$ cat config.mk
export PLATFORM = sky130hd
export DESIGN_NAME = multicycle_controller
export DESIGN_NICKNAME = d
export VERILOG_FILES = /design/src/rtl/ctrl_pkg.sv /design/src/rtl/cond_unit.sv /design/src/rtl/multicycle_controller.sv
export SDC_FILE = /design/constraint.sdc
export NUM_CORES = 1
export LEC_CHECK = 0
export ABC_CLOCK_PERIOD_IN_PS = 2600
export BUFFER_PORTS_ARGS = -buffer_cell sky130_fd_sc_hd__buf_2
export CAP_MARGIN = 40
export CELL_PAD_IN_SITES_DETAIL_PLACEMENT = 1
export CELL_PAD_IN_SITES_GLOBAL_PLACEMENT = 1
export CORE_MARGIN = 2
export CORE_UTILIZATION = 29
export DETAILED_ROUTE_END_ITERATION = 7
export PLACE_DENSITY_LB_ADDON = 0.3
export SYNTH_ARGS = -nofsm -noshare
export SYNTH_HDL_FRONTEND = slang
export SYNTH_HIERARCHICAL = 1
export SYNTH_SLANG_ARGS = --single-unit
$ cat constraint.sdc
create_clock -name clk -period 2.6 [get_ports clk]
set_input_delay 0.52 -clock clk [delete_from_list [all_inputs] [get_ports clk]]
set_output_delay 0.52 -clock clk [all_outputs]
set_load 0.1 [all_outputs]
$ cat src/rtl/ctrl_pkg.sv
// Shared encodings for the multicycle ARM-subset control unit: FSM states,
// ALUControl codes, instruction-field encodings and the ARM condition check.
package ctrl_pkg;

  typedef enum logic [3:0] {
    S_FETCH,
    S_DECODE,
    S_MEMADR,
    S_MEMREAD,
    S_MEMWB,
    S_MEMWRITE,
    S_EXECUTER,
    S_EXECUTEI,
    S_ALUWB,
    S_BRANCH
  } state_t;

  localparam logic [2:0] ALU_ADD = 3'b000;
  localparam logic [2:0] ALU_SUB = 3'b001;
  localparam logic [2:0] ALU_AND = 3'b010;
  localparam logic [2:0] ALU_ORR = 3'b011;
  localparam logic [2:0] ALU_EOR = 3'b100;

  localparam logic [1:0] OP_DP  = 2'b00;
  localparam logic [1:0] OP_MEM = 2'b01;
  localparam logic [1:0] OP_BR  = 2'b10;

  localparam logic [3:0] COND_EQ = 4'b0000;
  localparam logic [3:0] COND_NE = 4'b0001;
  localparam logic [3:0] COND_CS = 4'b0010;
  localparam logic [3:0] COND_CC = 4'b0011;
  localparam logic [3:0] COND_MI = 4'b0100;
  localparam logic [3:0] COND_PL = 4'b0101;
  localparam logic [3:0] COND_VS = 4'b0110;
  localparam logic [3:0] COND_VC = 4'b0111;
  localparam logic [3:0] COND_HI = 4'b1000;
  localparam logic [3:0] COND_LS = 4'b1001;
  localparam logic [3:0] COND_GE = 4'b1010;
  localparam logic [3:0] COND_LT = 4'b1011;
  localparam logic [3:0] COND_GT = 4'b1100;
  localparam logic [3:0] COND_LE = 4'b1101;
  localparam logic [3:0] COND_AL = 4'b1110;
  localparam logic [3:0] COND_NV = 4'b1111;

  // Data-processing command field, Funct[4:1]
  typedef enum logic [3:0] {
    CMD_AND = 4'b0000,
    CMD_EOR = 4'b0001,
    CMD_SUB = 4'b0010,
    CMD_ADD = 4'b0100,
    CMD_TST = 4'b1000,
    CMD_CMP = 4'b1010,
    CMD_ORR = 4'b1100
  } cmd_t;

  // flags is {N, Z, C, V}
  function automatic logic cond_check(input logic [3:0] cond, input logic [3:0] flags);
    logic n, z, c, v;
    logic ok;
    {n, z, c, v} = flags;
    case (cond)
      COND_EQ: ok = z;
      COND_NE: ok = ~z;
      COND_CS: ok = c;
      COND_CC: ok = ~c;
      COND_MI: ok = n;
      COND_PL: ok = ~n;
      COND_VS: ok = v;
      COND_VC: ok = ~v;
      COND_HI: ok = c & ~z;
      COND_LS: ok = ~c | z;
      COND_GE: ok = (n == v);
      COND_LT: ok = (n != v);
      COND_GT: ok = ~z & (n == v);
      COND_LE: ok = z | (n != v);
      COND_AL: ok = 1'b1;
      default: ok = 1'b0;
    endcase
    return ok;
  endfunction

endpackage

$ cat src/rtl/cond_unit.sv
// NZCV flags register and condition evaluation. CondEx always reflects the
// registered flags, so an instruction sees the flags left by its predecessor.
module cond_unit
  import ctrl_pkg::*;
#(
  parameter logic [3:0] FLAG_RST = 4'h0
) (
  input  logic       clk,
  input  logic       rst_n,
  input  logic [3:0] cond,
  input  logic [3:0] aluflags,
  input  logic       flagw_nz,
  input  logic       flagw_cv,
  output logic [3:0] flags,
  output logic       condex
);

  always_comb begin
    condex = cond_check(cond, flags);
  end

  always_ff @(posedge clk or negedge rst_n) begin
    if (!rst_n) begin
      flags <= FLAG_RST;
    end else begin
      if (flagw_nz && condex) flags[3:2] <= aluflags[3:2];
      if (flagw_cv && condex) flags[1:0] <= aluflags[1:0];
    end
  end

endmodule

$ cat src/rtl/multicycle_controller.sv
// Multicycle ARM-subset control unit: main FSM, ALU decoder and strobe gating.
// Optional CMP/TST support is enabled by defining CMP_TST_EN.
module multicycle_controller
  import ctrl_pkg::*;
#(
  parameter int         ALUCTRL_W = 3,
  parameter logic [3:0] FLAG_RST  = 4'h0
) (
  input  logic                 clk,
  input  logic                 rst_n,
  input  logic [3:0]           Cond,
  input  logic [1:0]           Op,
  input  logic [5:0]           Funct,
  input  logic [3:0]           Rd,
  input  logic [3:0]           ALUFlags,
  output logic                 PCWrite,
  output logic                 AdrSrc,
  output logic                 MemWrite,
  output logic                 IRWrite,
  output logic [1:0]           ResultSrc,
  output logic                 ALUSrcA,
  output logic [1:0]           ALUSrcB,
  output logic [ALUCTRL_W-1:0] ALUControl,
  output logic [1:0]           ImmSrc,
  output logic [1:0]           RegSrc,
  output logic                 RegWrite,
  output logic [3:0]           Flags
);

  state_t     state, next_state;
  cmd_t       cmd;
  logic [2:0] dp_alu;
  logic       dp_valid, dp_cv, dp_cmptst;
  logic       next_pc, branch, regw, memw, irw, aluop, in_exec;
  logic       flagw_nz, flagw_cv, condex;

  cond_unit #(.FLAG_RST(FLAG_RST)) u_cond (
    .clk      (clk),
    .rst_n    (rst_n),
    .cond     (Cond),
    .aluflags (ALUFlags),
    .flagw_nz (flagw_nz),
    .flagw_cv (flagw_cv),
    .flags    (Flags),
    .condex   (condex)
  );

  // Data-processing decode; unknown commands behave as ADD with no side effects
  always_comb begin
    cmd       = cmd_t'(Funct[4:1]);
    dp_alu    = ALU_ADD;
    dp_valid  = 1'b1;
    dp_cv     = 1'b0;
    dp_cmptst = 1'b0;
    case (cmd)
      CMD_ADD: begin dp_alu = ALU_ADD; dp_cv = 1'b1; end
      CMD_SUB: begin dp_alu = ALU_SUB; dp_cv = 1'b1; end
      CMD_AND: dp_alu = ALU_AND;
      CMD_ORR: dp_alu = ALU_ORR;
      CMD_EOR: dp_alu = ALU_EOR;
`ifdef CMP_TST_EN
      CMD_CMP: begin dp_alu = ALU_SUB; dp_cv = 1'b1; dp_cmptst = 1'b1; end
      CMD_TST: begin dp_alu = ALU_AND; dp_cmptst = 1'b1; end
`endif
      default: begin dp_alu = ALU_ADD; dp_valid = 1'b0; end
    endcase
  end

  always_ff @(posedge clk or negedge rst_n) begin
    if (!rst_n) state <= S_FETCH;
    else        state <= next_state;
  end

  always_comb begin
    next_state = state;
    next_pc    = 1'b0;
    branch     = 1'b0;
    regw       = 1'b0;
    memw       = 1'b0;
    irw        = 1'b0;
    aluop      = 1'b0;
    in_exec    = 1'b0;
    AdrSrc     = 1'b0;
    ResultSrc  = 2'b00;
    ALUSrcA    = 1'b0;
    ALUSrcB    = 2'b00;
    case (state)
      S_FETCH: begin
        irw        = 1'b1;
        next_pc    = 1'b1;
        ALUSrcA    = 1'b1;
        ALUSrcB    = 2'b10;
        ResultSrc  = 2'b10;
        next_state = S_DECODE;
      end
      S_DECODE: begin
        ALUSrcA   = 1'b1;
        ALUSrcB   = 2'b10;
        ResultSrc = 2'b10;
        case (Op)
          OP_DP:   next_state = Funct[5] ? S_EXECUTEI : S_EXECUTER;
          OP_MEM:  next_state = S_MEMADR;
          OP_BR:   next_state = S_BRANCH;
          default: next_state = S_FETCH;
        endcase
      end
      S_MEMADR: begin
        ALUSrcB    = 2'b01;
        next_state = Funct[0] ? S_MEMREAD : S_MEMWRITE;
      end
      S_MEMREAD: begin
        AdrSrc     = 1'b1;
        next_state = S_MEMWB;
      end
      S_MEMWB: begin
        ResultSrc  = 2'b01;
        regw       = 1'b1;
        next_state = S_FETCH;
      end
      S_MEMWRITE: begin
        AdrSrc     = 1'b1;
        memw       = 1'b1;
        next_state = S_FETCH;
      end
      S_EXECUTER, S_EXECUTEI: begin
        ALUSrcB    = (state == S_EXECUTEI) ? 2'b01 : 2'b00;
        aluop      = 1'b1;
        in_exec    = 1'b1;
        next_state = dp_cmptst ? S_FETCH : S_ALUWB;
      end
      S_ALUWB: begin
        ResultSrc  = 2'b00;
        regw       = dp_valid;
        next_state = S_FETCH;
      end
      S_BRANCH: begin
        ALUSrcB    = 2'b01;
        ResultSrc  = 2'b10;
        branch     = 1'b1;
        next_state = S_FETCH;
      end
      default: next_state = S_FETCH;
    endcase
  end

  // Compare/test force a flag write regardless of the S bit
  always_comb begin
    flagw_nz = in_exec & dp_valid & (Funct[0] | dp_cmptst);
    flagw_cv = flagw_nz & dp_cv;
  end

  // Strobes are held low by rst_n directly so none can pulse during reset
  always_comb begin
    ALUControl = ALUCTRL_W'(aluop ? dp_alu : ALU_ADD);
    ImmSrc     = Op;
    RegSrc     = {(Op == OP_MEM) & ~Funct[0], (Op == OP_BR)};
    IRWrite    = rst_n & irw;
    RegWrite   = rst_n & regw & condex;
    MemWrite   = rst_n & memw & condex;
    PCWrite    = rst_n & (next_pc | (condex & (branch | (regw & (Rd == 4'hF)))));
  end

endmodule

==> flow_summary.yaml <==
run_status:
  status: "complete, but fails checks"
  violations: "setup timing"
routing:
  ant_nets: 0
  drt_wl_total_um: 2860
  vias_per_cell: 5.19
  vias: 997
  route.detailed.drc: 0
  drt-initial-drc-count: 26
  drtPass1Iterations: 4
  avgRoutedWirePerCell_um: 14.9
yosys:
  synth_seq_area_share_pct: 22.2
  synth_top_area_share_pct: 22.2
  synth-simple-area-share_pct: 34.0
  ys_warn_count: 6
  synth_area_per_cell_um2: 8.84
  synth_compound_area_share_pct: 22.5
  synthFlopType: "dfrtp_1"
  yosysTopAreaCell: "dfrtp_1"
  synth-edff-count: 0
  syn-cell-area_um2: 902
  ys_types: 48
  synth_fa_ha_area_share_pct: 0
  synthArstFlopShare_pct: 100
  syn_nets: 124
  synthCells: 102
  synthMuxAreaShare_pct: 6.10
  synth-seq-cells: 8
  synthTopCellsByArea: "dfrtp_1, mux2_1, nor2_1"
  synth_xor_area_share_pct: 6.80
  synth_top_family_by_area: "simple AND/OR/NAND/NOR gates"
power:
  total_power_mw: 1.63
  vdd_drop_max_v: 0.000603
  power_leakage_nw: 0.695
  power.density_mw_per_mm2: 1070
setup_path:
  cp.arrival_ns: 2.63
  critPathLaunchType: "flop"
  worstPathMaxFanout: 3
  end_kind: "output port"
  worstPathRequired_ns: 2.08
  critical_path_class: "reg -> out"
die:
  die_w_um: 59.8
  start_util_pct: 30.0
  die-area_mm2: 0.00357
  coreArea_mm2: 0.00300
  ios: 43
  rows: 20
  die_h_um: 59.8
layout:
  fin_area_mm2: 0.00153
  area_growth_pct: 69.3
  nets: 182
  nFillCells: 347
  layout_commonest_cell: "buf_2"
  num_antenna_cells: 0
  drive_above_1_share_pct: 60.4
  final_cell_mix: "buf_2, buf_4, nor2_1"
grt:
  grtUsageMet1_pct: 21.1
  grt_pass1_vias: 1024
  grt_pass1_wl_um: 4670
  met2_usage_pct: 31.5
  busiest_layer: "met2"
  grtUsageMet3_pct: 1.30
  antenna_found_initial: 0
  overflow: 0
  grt_max_degree: 13
  track_usage_pct: 17.1
timing:
  maxSlewViolCount: 0
  tightest_slew_ns: 0.542
  setup_ws_ns: -0.546
  fin_crit_sh_pct: 121
  rsz0062_at_grt: "true"
  fin_hold_ws_ns: 0.188
  finalSetupViolations: 3
  hold_violations: 0
  fin_skew_ns: 0.00844
  fmax_mhz: 318
  fin_crit_ns: 3.15
  slew_headroom_pct: 63.9
clock_tree:
  cts_root_buf: "clkbuf_4"
  cts.reportedPaths.clkPinSlew_ns: 0.06
  clock_sinks: 8
  clock_path_buffers: 2
  h-tree-depth: 1
  numCtsBuffers: 3
  clk_latency_ns: 0.27
  tritoncts: "yes"
place:
  gp_congestion: 0.812
  port_buffers: 42
  hpwl_um: 2290
  placed_area_mm2: 0.00143
run:
  maxCapViolCount: 0
worst_hold_path:
  hp-class: "in -> async"
[Yosys cell counts, types with 2 or more instances]
cell,instances
nor2_1,10
xnor2_1,3
a21oi_1,4
o21ai_2,2
mux2_1,4
nor3b_1,2
nor3b_2,2
nand2b_1,3
dfrtp_1,8
o211ai_1,2
or2_2,2
clkbuf_1,2
nand2_1,5
nand3b_1,2
o21ai_0,3
xor2_1,4
buf_4,3
nor3_1,6
inv_1,5
buf_6,2
[through the flow]
step | utilization, % | instances | TNS [ns] | setup slack (ns)
floorplan | - | 102 | -2.78 | -1.31
global placement | 47.7 | 184 | -0.680 | -0.431
detailed placement | 47.7 | 184 | -0.925 | -0.533
CTS | 50.2 | 191 | -0.889 | -0.487
global route | 50.9 | 192 | -1.26 | -0.684
finish | 50.9 | 192 | -0.956 | -0.546
[state kept, by name, indices dropped and copies added (netlist names)]
register      cells
state             4
u_cond/flags      4
[worst max-delay path, cell delays in order (launching register included)]
cell	delay [ns]
dfrtp_4	0.48
buf_6	0.13
xor2_1	0.13
a21oi_1	0.12
nor3_1	0.06
a311o_1	0.35
or2_4	0.25
buf_4	0.15
and3_1	0.17
o211ai_1	0.15
o211ai_1	0.14
clkbuf_16	0.23
[layout make-up]
| type | instances | area, µm² | area share (%) |
|---|---|---|---|
| multi-input cells | 81 | 773 | 50.6 |
| well taps | 33 | 41.3 | 2.70 |
| inverters | 5 | 18.8 | 1.23 |
| flip-flops and latches | 8 | 216 | 14.2 |
| clock buffers | 4 | 26.3 | 1.72 |
| repair buffers | 61 | 452 | 29.6 |
[cells by family after synthesis]
family | after synthesis
AOI/OAI and AO/OA | 23
xor gates and xnor gates | 7
buffers and inverters | 13
DFF | 8
muxes | 5
and+or+nand+nor | 46
[repair_timing]
item,CTS,global route
gates resized for setup,5,3
hold buffers,0,0
endpoints found under the setup margin,3,4
pin swaps,13,4
setup buffers,3,1
[layer usage]
metal  part of all wire, %  vias to the layer above  wire length, µm
li1                      -                      484                -
met1                    43                      484             1230
met2                    53                       26             1510
met3                   3.2                        3               91
met4                   1.0                        0               29
met5                     0                        -                0
[final timing paths]
check | start | to | slack, ns | cells after the start
max in group asynchronous | rst_n | state[1] | 2.24 | 2
max | u_cond/flags[1] | PCWrite | -0.55 | 11
min | rst_n | u_cond/flags[3] | 0.19 | 2
min in group clk | ALUFlags[0] | u_cond/flags[0] | 0.47 | 2
max reg2reg | u_cond/flags[1] | u_cond/flags[3] | 0.26 | 10
min reg2reg | u_cond/flags[1] | u_cond/flags[1] | 0.67 | 2
[power by group]
group | internal, mW | switching, mW
registers | 0.168 | 0.102
clock network | 0.0591 | 0.0482
logic | 0.332 | 0.922
total | 0.559 | 1.07
(Power assumes the default switching activity.)
